### src/rtl/uart_status_line_parser.sv
// uart_status_line_parser: decodes "<Red|Green|Blue> <ON|OFF>\r\n" lines and mirrors remote LED state
module uart_status_line_parser #(
  parameter int ERR_CNT_WIDTH = 8
) (
  input  logic                     clk,
  input  logic                     rst_n,
  input  logic                     received,
  input  logic [7:0]               rx_byte,
  input  logic                     recv_error,
  output logic                     led_red_state,
  output logic                     led_green_state,
  output logic                     led_blue_state,
  output logic                     msg_valid,
  output logic [1:0]               msg_color,
  output logic                     msg_on,
  output logic                     parse_error,
  output logic [ERR_CNT_WIDTH-1:0] err_count
);
  typedef enum logic [3:0] {S_HEAD, S_NAME, S_SPACE, S_O, S_NF, S_F2, S_CR, S_LF, S_DISCARD} state_t;
  localparam logic [7:0] CR = 8'h0d;
  localparam logic [7:0] LF = 8'h0a;
  state_t      state;
  logic [1:0]  color;
  logic [2:0]  idx;
  logic        on;
  logic [39:0] name_str;
  logic [2:0]  name_len;
  logic [7:0]  name_ch;
  logic        hit;
  logic        fail;
  always_comb begin
    name_str = color == 2'd0 ? 40'("Red") : color == 2'd1 ? 40'("Green") : 40'("Blue");
    name_len = color == 2'd0 ? 3'd3 : color == 2'd1 ? 3'd5 : 3'd4;
    name_ch  = 8'(name_str >> (8 * (name_len - 3'd1 - idx)));
    hit = state == S_NAME  ? rx_byte == name_ch :
          state == S_SPACE ? rx_byte == " " :
          state == S_O     ? rx_byte == "O" :
          state == S_NF    ? (rx_byte == "N" || rx_byte == "F") :
          state == S_F2    ? rx_byte == "F" :
          state == S_CR    ? rx_byte == CR :
          state == S_LF    ? rx_byte == LF : 1'b0;
    fail = received && !recv_error && rx_byte == LF && state != S_HEAD && !hit;
  end
  always_ff @(posedge clk) begin
    if (!rst_n) begin
      state           <= S_HEAD;
      color           <= 2'd0;
      idx             <= 3'd0;
      on              <= 1'b0;
      led_red_state   <= 1'b0;
      led_green_state <= 1'b0;
      led_blue_state  <= 1'b0;
      msg_valid       <= 1'b0;
      msg_color       <= 2'd0;
      msg_on          <= 1'b0;
      parse_error     <= 1'b0;
      err_count       <= '0;
    end else begin
      msg_valid   <= 1'b0;
      parse_error <= fail;
      if (fail && ~&err_count) err_count <= err_count + 1'b1;
      // a framing error poisons any partial line; idle and discard states are unaffected
      if (recv_error) begin
        if (state != S_HEAD) state <= S_DISCARD;
      end else if (received) begin
        if (state == S_HEAD) begin
          if (rx_byte == "R" || rx_byte == "G" || rx_byte == "B") begin
            color <= rx_byte == "R" ? 2'd0 : rx_byte == "G" ? 2'd1 : 2'd2;
            idx   <= 3'd1;
            state <= S_NAME;
          end else if (rx_byte != CR && rx_byte != LF) state <= S_DISCARD;
        end else if (hit) begin
          case (state)
            S_NAME: begin
              idx   <= idx + 3'd1;
              state <= idx == name_len - 3'd1 ? S_SPACE : S_NAME;
            end
            S_SPACE: state <= S_O;
            S_O:     state <= S_NF;
            S_NF: begin
              on    <= rx_byte == "N";
              state <= rx_byte == "N" ? S_CR : S_F2;
            end
            S_F2:    state <= S_CR;
            S_CR:    state <= S_LF;
            S_LF: begin
              msg_valid <= 1'b1;
              msg_color <= color;
              msg_on    <= on;
              if (color == 2'd0) led_red_state <= on;
              if (color == 2'd1) led_green_state <= on;
              if (color == 2'd2) led_blue_state <= on;
              state <= S_HEAD;
            end
            default: state <= S_HEAD;
          endcase
        end else state <= rx_byte == LF ? S_HEAD : S_DISCARD;
      end
    end
  end
endmodule

### config.mk
export PLATFORM = sky130hd
export DESIGN_NAME = uart_status_line_parser
export DESIGN_NICKNAME = d
export VERILOG_FILES = /design/src/rtl/uart_status_line_parser.sv
export SDC_FILE = /design/constraint.sdc
export NUM_CORES = 1
export LEC_CHECK = 0
export ABC_CLOCK_PERIOD_IN_PS = 5200
export BUFFER_PORTS_ARGS = -buffer_cell sky130_fd_sc_hd__buf_2
export CORE_MARGIN = 2
export CORE_UTILIZATION = 35
export CTS_BUF_LIST = sky130_fd_sc_hd__clkbuf_8
export DETAILED_ROUTE_END_ITERATION = 12
export GPL_TIMING_DRIVEN = 0
export MAX_ROUTING_LAYER = met4
export PLACE_DENSITY = 0.54
export SYNTH_ARGS = -nofsm -noshare
export SYNTH_HDL_FRONTEND = slang
export SYNTH_SLANG_ARGS = --single-unit
export TNS_END_PERCENT = 50
### constraint.sdc
create_clock -name clk -period 5.2 [get_ports clk]
set_input_delay 0.78 -clock clk [delete_from_list [all_inputs] [get_ports clk]]
set_output_delay 0.78 -clock clk [all_outputs]
set_load 0.1 [all_outputs]
* After elaboration in Yosys (flattened, before gate mapping)
Index checks and enable logic that the tools add are counted.
Storage, ports and cells: bits of input ports 12, register bits after elaboration 26
Cells by class: reduce and logical (&&, ||, !) cells 28, muxes and demuxes 29, bitwise gates (word level) 5, shift operators 1, eq/ne operators 25, add/subtract/negate cells 5
Operators by type and width (count):
- 39-bit 2-to-1 mux | 2
- 8-bit by 7-bit equality test with 1-bit output (second input constant) | 6
- 39-bit by 32-bit >> shifter with 8-bit output | 1
- 4-bit 2-to-1 mux | 8
- 3-bit one-hot mux with 6 select lines | 1
- 6-bit AND reduction | 3
- 4-bit by 3-bit equality test with 1-bit output (second input constant) | 4
- 8-bit by 4-bit equality test with 1-bit output (second input constant) | 2
- 8-bit by 4-bit != test with 1-bit output (second input constant) | 2
- 3-bit 2-to-1 mux | 5
- 5-bit AND reduction | 3
- 1-bit 2-to-1 mux | 9
- 8-bit by 1-bit adder with 8-bit output (second input constant) | 1
- 4-bit by 2-bit equality test with 1-bit output (second input constant) | 2
- 8-bit by 6-bit equality test with 1-bit output (second input constant) | 1
- 8-bit equality test | 1
- 2-bit 2-to-1 mux | 4
- 8-bit AND reduction | 1
- 1-bit logical AND | 6
- 2-bit nonzero test | 3
- 1-bit NOT | 5
- 5-bit OR reduction | 1
- 4-bit by 4-bit subtractor with 5-bit output | 1
- 4-bit by 1-bit equality test with 1-bit output (second input constant) | 1
- 15 further kinds | 20

* Depth between registers and ports, before layout
Gate-level depths: netlist (run 1).
word-level depth 12, gate-level depth with buffers 16

* Worst setup path after synthesis (run 1)
OpenSTA, ideal clock, no wires.
path type register to register, start point register color[1], end point register led_blue_state, library setup time 131 ps, buffers on the path 3, arrival time 3448 ps, cell stages (with the launch flop) 16, clock period less this slack 3579 ps, path slack 1621 ps, cell sequence dfxtp_1 > buf_4 > inv_2 > ha_1 > fa_1 > inv_1 > fa_1 > buf_2 > a211oi_2 > nand2_1 > a2111o_1 > a2111o_1 > and2_4 > buf_6 > o311ai_1 > o41ai_1
On the way: word-level cells in the longest chain between the ends 9
RTL lines:
- from (decl) | line 23 | logic [1:0] color;
- from (signal assigned) | line 68 | color <= rx_byte == "R" ? 2'd0 : rx_byte == "G" ? 2'd1 : 2'd2;
- 2-bit by 1-bit equality test with 1-bit output | line 32, 33
- 1-bit 2-to-1 mux | line 33 | name_len = color == 2'd0 ? 3'd3 : color == 2'd1 ? 3'd5 : 3'd4;
- 3-bit 2-to-1 mux | line 33
- 3-bit by 1-bit subtractor with 4-bit output | line 34 | name_ch = 8'(name_str >> (8 * (name_len - 3'd1 - idx)));
- 4-bit by 4-bit subtractor with 5-bit output | line 34
- 39-bit by 32-bit >> shifter with 8-bit output | line 34
- 8-bit equality test | line 35 | hit = state == S_NAME ? rx_byte == name_ch :
- 1-bit 2-to-1 mux | line 35
- 6-bit AND reduction (no line) (*)
- to (signal assigned) | line 92 | if (color == 2'd2) led_blue_state <= on;
- to (decl) | line 12 | output logic led_blue_state,
Every way passes the cells marked *; elsewhere a longest branch is shown, timed or not. A chain may end at the register's enable or synchronous reset.

* Worst setup path after layout (run 1)
start point register color[1], end point register led_red_state
On the way: word-level cells in the longest chain between the ends 9
RTL lines:
- 2-bit by 1-bit equality test with 1-bit output | line 32, 33
- 1-bit 2-to-1 mux | line 33
- 3-bit 2-to-1 mux | line 33
- 3-bit by 1-bit subtractor with 4-bit output | line 34
- 4-bit by 4-bit subtractor with 5-bit output | line 34
- 39-bit by 32-bit >> shifter with 8-bit output | line 34
- 8-bit equality test | line 35
- 1-bit 2-to-1 mux | line 35
- 6-bit AND reduction (no line) (*)
- to (signal assigned) | line 90 | if (color == 2'd0) led_red_state <= on;
- to (decl) | line 10 | output logic led_red_state,
Marked as above.

==> metrics.txt, run 1 <==
Setup Buffers After CTS=0; worst hold path type=reg2reg; worst-skew pair later-pin latency=about 280 ps; Tmin final=roughly 4100 ps; PortBufs=25; GRT Util Overall=about 18%; post-synthesis cell type count=60; fmax=roughly 0.24 GHz; total routed wirelength=5510 µm; max capacitance violation total=0; Final Core Density=a little over two fifths; LEAKAGE=0.8872 nW; area grow syn2layout=14.16%; post-cts resize count=0; Mapped Nets=about 280; arrival time at the worst endpoint=approximately 4300 ps; CTS clock-pin slew for the worst setup and hold paths=around 100 ps; PD cells=roughly 180 nW/µm²; vias per cell=5.696; Tot Pwr=0.4138 mW; IO Pins=28; Max Slew Vio Count=0; # clock sinks=26; CP max FO=10; DRT antenna net count=0; fraction of layout cells with a size suffix above 1=~16%; largest net degree at the start of global routing=16; Post-synth EDFFs=0; Synth Area per Inst=7.872 µm²; layer with the highest usage=met2; Fin Setup TNS=0 ps; Rows=27; Root Buffer=clkbuf_8; Die X=80.03 µm; Pre-Repair DR Iteration Count=4; CTS buffer count=3; htree depth=1; Seq/Total Area, Yosys=25.73%; CTS tree=done; vias in the first global route=roughly 1800; die area=approximately 6400 µm²; hold_buf cts=0; die height=80.03 µm; CORE AREA=between 5000 and 6000 µm²; period utilization=between 70% and 80%; M2 GR Usage=approximately 28%; via count=2039; required time worst endpoint=between 5000 and 6000 ps; minimum hold slack=between 400 and 500 ps; VDD IR max=0.00009904 V; RePlAce Congestion=between 0.8 and 0.9; number of diodes=0; initial antenna violation count=0; Final Hold Vio Count=0; Initial Util=36.52%; synthesized area=between 2000 and 2500 µm²; #FFs+latches synth=26; startpoint types=flip-flop; placed insts=around 350; CP Capture Type=flip-flop; post-detail-place hpwl=between 4000 and 5000 µm; YS warnings=0; final net count=306; routing usage on met3=3.167%; final setup fails=0; post-route non-filler standard cell count=358; Crit Path Category=reg2reg; routed length per placed instance=15.39 µm; Mapped Cells=approximately 260; Least-Margin Pin Slew=590.0 ps; met1 GRT Util=between 20% and 30%; status=finished clean; slew margin rel.=60.31%; RSZ-0062 raised after global routing=false; first-pass GRT wire length=8907 µm; worst clock skew=6.196 ps; ys flop type=dfxtp_1; worst-case clock buffer depth=2; grt ovf=0; starting DRC count in detailed routing=170; FFs w/ async S/R, synth=0%; Remaining DRCs=0
## cell families (layout without fill, tap and decap cells)
group	Yosys count	in the layout	synth area share, %
DFF	26	26	25.73
xor gates and xnor gates	9	9	3.896
muxes	8	8	3.958
and+or+nand+nor	121	121	33.15
AOI/OAI and AO/OA	62	62	22.82
buffers and inverters	24	53	5.380
adders and majority gates	7	7	5.071
## power breakdown
group	switching [mW]	internal (mW)	leakage, nW
Combinational	0.0242	0.0129	0.642
Sequential	0.00166	0.200	0.210
Clock	0.0722	0.103	0.0357
## state kept, by name, indices dropped and copies added (netlist names)
register / cells
color: 2
err_count: 8
idx: 3
led_blue_state: 1
led_green_state: 1
led_red_state: 1
msg_color: 2
msg_on: 1
msg_valid: 1
on: 1
parse_error: 1
state: 4
## layer usage
metal	wire length, µm	share of wire, %
met1	2660	48
met2	2441	44
met3	302	5.5
met4	106	1.9
met5	0	0
## stage by stage
step                      worst slack, ps  cell area [µm²]
after CTS                            1132             2310
final                                1118             2310
after global routing                930.3             2310
after floorplan                      1621             2023
after global placement               1188             2238
after detailed placement             1137             2238
## Yosys cell counts (3+ instances only)
cell type	n	share of area (%)
nor3b_1	6	2.2
buf_2	3	0.74
nor3_1	7	1.7
nor4b_1	3	1.3
nand2b_1	5	1.5
mux2i_1	8	4.0
ha_1	5	3.1
nor4_1	4	1.2
clkbuf_1	9	1.7
dfxtp_1	26	26
nor2b_1	10	3.1
xor2_1	7	3.0
nand3b_1	5	1.9
a22oi_1	3	1.1
a21oi_1	13	3.2
a31oi_1	3	0.93
and3_1	3	0.93
nor2_1	25	4.6
nor4bb_1	3	1.5
nand2_1	25	4.6
or2b_1	3	1.1
o31ai_1	3	1.1
inv_1	8	1.5
o21ai_0	5	1.2
a211oi_1	5	1.9
nand3_1	8	2.0
a2111o_1	3	1.7
nand4_1	6	1.9
## worst paths after layout
kind	to	slack, ps	cells after the start	start
min reg2reg	msg_color[1]$_SDFFE_PN0P_	460	2	msg_color[1]$_SDFFE_PN0P_
max	led_red_state$_SDFFE_PN0P_	1120	15	color[1]$_SDFFE_PN0P_
min	msg_color[1]$_SDFFE_PN0P_	460	2	msg_color[1]$_SDFFE_PN0P_
max reg2reg	led_red_state$_SDFFE_PN0P_	1120	15	color[1]$_SDFFE_PN0P_
## critical path: stages, from the launching register on
cell and delay, ps:
dfxtp_1 430, buf_4 210, inv_2 90, ha_1 210, fa_1 360, inv_1 80
fa_1 400, buf_2 190, a211oi_2 350, nand2_1 90, a2111o_1 410, a2111o_1 390
and2_4 220, buf_6 140, o311ai_1 270, o41ai_1 120
## cells in the final DEF, fill, tap and decap left out, drive strengths merged, types with 3 or more instances in the layout
master | netlist | routed
buf | 6 | 31
dfxtp | 26 | 26
nor2 | 26 | 26
nand2 | 25 | 25
a21oi | 13 | 13
clkbuf | 9 | 12
nor2b | 10 | 10
inv | 9 | 9
mux2i | 8 | 8
nand3 | 8 | 8
nor3 | 7 | 7
xor2 | 7 | 7
o21ai | 7 | 7
nor3b | 6 | 6
nand4 | 6 | 6
a211oi | 6 | 6
nand2b | 5 | 5
nand3b | 5 | 5
ha | 5 | 5
nor4 | 4 | 4
nor4b | 4 | 4
o31ai | 4 | 4
or2b | 3 | 3
nor4bb | 3 | 3
a31oi | 3 | 3
a22oi | 3 | 3
a2111o | 3 | 3
and3 | 3 | 3
## layout make-up
class,count,area (µm²)
Clock buffer,3,41.29
Fill cell,576,3231
Multi-Input combinational cell,207,1394
Tap cell,72,90.09
Buffer,15,75.07
Timing Repair Buffer,25,125.1
Sequential cell,26,520.5
Clock inverter,1,30.03
Inverter,9,33.78
Note: power is estimated with default switching activity, not from simulation.
==> run 2, diff against run 1 <==
--- a/config.mk
+++ b/config.mk
@@ -5,7 +5,8 @@
 export SDC_FILE = /design/constraint.sdc
 export NUM_CORES = 1
 export LEC_CHECK = 0
-export ABC_CLOCK_PERIOD_IN_PS = 5200
+export ABC_AREA = 1
+export ABC_CLOCK_PERIOD_IN_PS = 3800
 export BUFFER_PORTS_ARGS = -buffer_cell sky130_fd_sc_hd__buf_2
 export CORE_MARGIN = 2
 export CORE_UTILIZATION = 35
==> constraint.sdc (replaced) <==
create_clock -name clk -period 3.8 [get_ports clk]
set_input_delay 0.57 -clock clk [delete_from_list [all_inputs] [get_ports clk]]
set_output_delay 0.57 -clock clk [all_outputs]
set_load 0.1 [all_outputs]
==> metrics.txt, run 2 <==
adder-cell area share of the yosys netlist=under 10%; Setup Buffers After CTS=0; Rows=29; required time worst endpoint=3970 ps; post-cts resize count=0; #FFs+latches synth=26; Fin Setup TNS=0 ps; most common cell in the synthesized netlist=nand2_1; total routed wirelength=5441 µm; DRT antenna net count=0; Synth Area per Inst=6.701 µm²; Root Buffer=clkbuf_8; Largest register FFs=8; Remaining DRCs=0; Pre-Repair DR Iteration Count=4; htree depth=1; IO Pins=28; PD cells=between 200 and 250 nW/µm²; LEAKAGE=1.137 nW; synthesized area=between 2000 and 2500 µm²; max capacitance violation total=0; worst r2r dst=led_red_state$_SDFFE_PN0P_; area grow syn2layout=12.88%; vias in the first global route=1981; Die X=83.73 µm; PortBufs=27; mux cell area share after synthesis=0%; VDD IR max=approximately 0.00017 V; post-synthesis xor/xnor area fraction=1.969%; Max Slew Vio Count=0; register share of total power=between 40% and 50%; largest net degree at the start of global routing=15; ys flop type=dfxtp_1; post-synth top area share=roughly a quarter; routed length per placed instance=12.37 µm; FILL cells=around 700; worst-case clock buffer depth=2; Reg area=520.5 µm²; starting DRC count in detailed routing=about 110; first-pass GRT wire length=just over 9000 µm; Initial Util=35.65%; RSZ-0062 raised after global routing=false; Largest regs=err_count x8, state x4, idx x3; Post-Synth Simple-Gate Area=approximately half; final setup fails=0; largest family of logic cells by synthesized area=simple AND/OR/NAND/NOR gates; slew margin rel.=a little under three fifths; Mapped Nets=351; worst hold path type=reg2reg; number of diodes=0; RR Startpoint=color[1]$_SDFFE_PN0P_; pre-CTS setup slack=a little under 600 ps; Sw Ratio=between 30 and 40%; Crit Path Category=reg2reg; internal power=between 0.4 and 0.5 mW; NetSw=about 0.18 mW; Seq/Total Area, Yosys=23.40%; die area=~7000 µm²; critical path, cell by cell=buf_6 > inv_4 > ha_1 > fa_1 > inv_1 > fa_1 > nor2_1 > nand2_1 > and2_1 > nand3b_1 > nand2_1 > nor2_4 > nand4_4 > nand2_4 > nand4_1 > o21ai_0 > nor2_1; post-synthesis cell type count=42; CP max FO=9; arrival time at the worst endpoint=3400 ps; YS warnings=0; Tmin final=around 3200 ps; via count=between 2000 and 2500; Synth Area in Compound Gates=11.36%; CTS clock-pin slew for the worst setup and hold paths=~90 ps; most common cell after layout, fill and taps aside=nand2_1; hold_buf cts=0; Mapped Cells=approximately 330; die height=83.73 µm; fmax=0.3102 GHz; FFs w/ async S/R, synth=0%; Multi-input gate area=1499 µm²; HP Start=msg_on$_SDFFE_PN0P_; Hold EP=msg_on$_SDFFE_PN0P_; Worst R2R Setup Slack=580 ps; initial antenna violation count=0; # clock sinks=26; Final Hold Vio Count=0; worst hold path cell count=2; max incr delay on CP=about 490 ps; Comb power frac=approximately a fifth; worst-skew pair later-pin latency=about 270 ps; RePlAce Congestion=between 0.8 and 0.9; fraction of layout cells with a size suffix above 1=a little under a quarter; most common library cells after synthesis=nand2_1 (73), nor2_1 (39), inv_1 (38), nand3_1 (28), dfxtp_1 (26); Most flops, register=err_count; setup ws final=~580 ps; vias per cell=around 5.0; most frequent cells in the layout=nand2_1 (73), nor2_1 (39), inv_1 (38); post-detail-place hpwl=4415 µm; final net count=about 380; startpoint types=flip-flop; CP max stage cell=fa_1; R2R cell count=17; grt ovf=0; CTS buffer count=3; top cell type by total area after synthesis=dfxtp_1; Synth area leaders=dfxtp_1 (23%), nand2_1 (12%), nor2_1 (6.6%), inv_1 (6.4%), nand3_1 (6.3%); CORE AREA=between 6000 and 7000 µm²; Least-Margin Pin Slew=~650 ps; clock power share=31.2%; Post-synth EDFFs=0; period utilization=a little over four fifths; CTS tree=done; worst clock skew=between 4 and 5 ps; CP Capture Type=flip-flop; status=finished clean; GRT Util Overall=between 10% and 20%
## run 2: changes by cell type after synthesis, moves of 5 or more
cell / previous run / this run
nand2_1: 25 / 73
inv_1: 8 / 38
nand3_1: 8 / 28
nor2_1: 25 / 39
nand2_2: 0 / 10
nor2b_1: 10 / 0
nand4_1: 6 / 15
a21oi_1: 13 / 21
clkbuf_1: 9 / 1
mux2i_1: 8 / 0
nor3b_1: 6 / 0
inv_2: 1 / 6
nand2b_1: 5 / 0
## run 2: per-layer routing
| metal | track usage (%) | vias up | wire [µm] |
|---|---|---|---|
| li1 | - | 1165 | - |
| met1 | 22.78 | 964 | 2875 |
| met2 | 25.09 | 43 | 2352 |
| met3 | 1.682 | 7 | 160 |
| met4 | 3.519 | 0 | 53 |
| met5 | - | - | 0 |
## run 2: cell type report
class | instances | share of cell area (%)
plain buffers | 4 | 1.096
well taps | 77 | 3.837
repair buffers | 27 | 5.381
flip-flops and latches | 26 | 20.73
multi-input cells | 256 | 59.69
clock buffers | 4 | 2.192
inverters | 46 | 7.075
## run 2: how the worst max path moves through the flow
stage | depth (start not counted) | startpoint | to | slack (ps)
global route | 17 | color[1]$_SDFFE_PN0P_ | led_red_state$_SDFFE_PN0P_ | 320
CTS | 17 | color[1]$_SDFFE_PN0P_ | led_red_state$_SDFFE_PN0P_ | 550
detailed placement | 17 | color[1]$_SDFFE_PN0P_ | led_red_state$_SDFFE_PN0P_ | 590
global placement | 17 | color[1]$_SDFFE_PN0P_ | led_red_state$_SDFFE_PN0P_ | 580
finish | 17 | color[1]$_SDFFE_PN0P_ | led_red_state$_SDFFE_PN0P_ | 580
floorplan | 17 | color[1]$_SDFFE_PN0P_ | led_red_state$_SDFFE_PN0P_ | 900
## run 2: through the flow
step	cell area, µm²	total power [mW]	instances	hold slack [ps]	util [%]
finish	2511	0.5793	440	446.6	40.24
global route	2511	0.6123	440	463.2	40.24
CTS	2511	0.5852	440	452.2	40.24
detailed placement	2456	0.4044	436	435.9	39.35
global placement	2456	0.4047	436	428.5	39.35
floorplan	2225	0.3739	332	444.5	-
## run 2: critical path: cells and delay by family (launching register included)
| kind | cells | cell delay, ps |
|---|---|---|
| AND/OR/NAND/NOR | 10 | 1230 |
| buffers and inverters | 3 | 280 |
| flip-flops | 1 | 330 |
| adder cells (fa/ha/maj) | 3 | 1070 |
| AO/OA/AOI/OAI | 1 | 200 |
## run 2: power groups by stage
stage | Sequential (mW) | Combinational [mW] | Clock [mW]
final | 0.281 | 0.118 | 0.181
after global routing | 0.281 | 0.131 | 0.200
after CTS | 0.281 | 0.118 | 0.187
after detailed placement | 0.287 | 0.117 | 0
after global placement | 0.287 | 0.117 | 0
after floorplan | 0.286 | 0.0878 | 0
## run 2: kinds of logic after synthesis
logic type	Yosys count
xor+xnor	5
simple gates	203
buf+inv	50
flops	26
compound gates	41
fa+ha+maj	7
==> run 3, diff against run 2 <==
--- a/config.mk
+++ b/config.mk
@@ -6,7 +6,7 @@
 export NUM_CORES = 1
 export LEC_CHECK = 0
 export ABC_AREA = 1
-export ABC_CLOCK_PERIOD_IN_PS = 3800
+export ABC_CLOCK_PERIOD_IN_PS = 3300
 export BUFFER_PORTS_ARGS = -buffer_cell sky130_fd_sc_hd__buf_2
 export CORE_MARGIN = 2
 export CORE_UTILIZATION = 35
==> constraint.sdc (replaced) <==
create_clock -name clk -period 3.3 [get_ports clk]
set_input_delay 0.495 -clock clk [delete_from_list [all_inputs] [get_ports clk]]
set_output_delay 0.495 -clock clk [all_outputs]
set_load 0.1 [all_outputs]
==> metrics.txt, run 3 (synthesis results as in run 2) <==
status=finished clean; number of diodes=0; first-pass GRT wire length=~9200 µm; CTS buffer count=3; # clock sinks=26; GRT Util Overall=around 16%; CTS tree=done; largest net degree at the start of global routing=15; NetSw=0.2031 mW; Max Slew Vio Count=0; Initial Util=between 30 and 40%; vias in the first global route=a little under 2000; RePlAce Congestion=between 0.8 and 0.9; clock power share=a little under a third; period utilization=93.96%; Largest regs=err_count x8, state x4, idx x3; pre-CTS setup slack=87.31 ps; IO Pins=28; grt ovf=0; Root Buffer=clkbuf_8; CP Capture Type=flip-flop; slew margin rel.=a little under three fifths; Design Area, Final=approximately 2600 µm²; final net count=388; Fin Setup TNS=0 ps; required time worst endpoint=around 3500 ps; VDD IR max=just over 0.0002 V; FILL cells=between 600 and 700; most common cell after layout, fill and taps aside=nand2_1; Die X=~84 µm; via count=about 2200; fmax=approximately 0.32 GHz; initial antenna violation count=0; die area=around 7000 µm²; Tmin final=around 3100 ps; worst hold path type=reg2reg; PortBufs=27; Final Hold Vio Count=0; hold_buf cts=0; area grow syn2layout=15.07%; Remaining DRCs=0; PD cells=roughly 260 nW/µm²; worst-skew pair later-pin latency=between 200 and 300 ps; Crit Path Category=reg2reg; register share of total power=approximately half; Largest register FFs=8; die height=~84 µm; Comb power frac=between 20% and 30%; Tot Pwr=0.6683 mW; Rows=29; vias per cell=4.937; Least-Margin Pin Slew=648.1 ps; Sw Ratio=between 30% and 40%; Area after DPL=~2500 µm²; LEAKAGE=approximately 1.2 nW; starting DRC count in detailed routing=73; total routed wirelength=approximately 5500 µm; CORE AREA=between 6000 and 7000 µm²; worst clock skew=5.486 ps; Reg area=~520 µm²; final setup fails=0; routed length per placed instance=12.27 µm; max capacitance violation total=0; post-detail-place hpwl=4415 µm; RSZ-0062 raised after global routing=false; DRT antenna net count=0; worst-case clock buffer depth=2; CTS clock-pin slew for the worst setup and hold paths=approximately 90 ps; setup ws final=between 150 and 200 ps; CP max FO=7; Most flops, register=err_count; htree depth=1; internal power=between 0.4 and 0.5 mW; most frequent cells in the layout=nand2_1 (73), nor2_1 (38), inv_1 (36); Pre-Repair DR Iteration Count=4; fraction of layout cells with a size suffix above 1=about a quarter; Multi-input gate area=around 1500 µm²; startpoint types=flip-flop; arrival time at the worst endpoint=3280 ps
[run 3: cell types whose count changed in the layout (fill, tap and decap cells not counted), sizes merged]
cell  delta
buf      +5
[run 3: layout make-up]
class                           count  share of cell area, %
Sequential cell                    26                  20.33
Multi-Input combinational cell    256                  58.85
Timing Repair Buffer               32                  6.745
Inverter                           46                  6.940
Tap cell                           77                  3.763
Buffer                              4                  1.222
Clock buffer                        4                  2.151
[run 3: layer usage]
| layer | part of all wire [%] | GRT usage [%] |
|---|---|---|
| met1 | 52 | 22.78 |
| met5 | 0 | - |
| met3 | 3.5 | 1.682 |
| met4 | 0.97 | 3.519 |
| met2 | 43 | 25.09 |
[run 3: through the flow]
| step | cells | hold WS (ps) | utilization, % |
|---|---|---|---|
| 3_3_place_gp | 436 | 428.5 | 39.35 |
| 5_1_grt | 445 | 463.3 | 41.02 |
| 4_1_cts | 440 | 452.2 | 40.24 |
| 6_report | 445 | 447.4 | 41.02 |
| 3_5_place_dp | 436 | 435.9 | 39.35 |
| 2_1_floorplan | 332 | 444.5 | - |
[run 3: worst max-delay path, stage by stage (launching register included)]
cell and delay [ps]:
dfxtp_1 340, buf_6 130, inv_4 50, ha_1 220, fa_2 350, inv_2 70
fa_2 470, nor2_2 150, nand2_1 60, and2_1 170, nand3b_1 80, nand2_1 90
nor2_4 130, nand4_4 130, nand2_4 160, nand4_1 180, o21ai_1 170, nor2_1 60
[run 3: repair_timing]
action,CTS,global route
gates resized for setup,0,7
setup endpoints to repair,0,12
buffers inserted,0,5
[run 3: path summary, 6_finish.rpt]
path,startpoint,to,slack [ps],cells after the start
max,color[1]$_SDFFE_PN0P_,led_green_state$_SDFFE_PN0P_,200,17
min,msg_on$_SDFFE_PN0P_,msg_on$_SDFFE_PN0P_,450,2
max reg2reg,color[1]$_SDFFE_PN0P_,led_green_state$_SDFFE_PN0P_,200,17
min reg2reg,msg_on$_SDFFE_PN0P_,msg_on$_SDFFE_PN0P_,450,2
[run 3: power groups by stage]
stage / combinational [mW] / clock [mW] / sequential, mW
floorplan: 0.101 / 0 / 0.329
global placement: 0.135 / 0 / 0.331
detailed placement: 0.135 / 0 / 0.331
CTS: 0.136 / 0.215 / 0.323
global route: 0.152 / 0.230 / 0.324
finish: 0.136 / 0.209 / 0.323
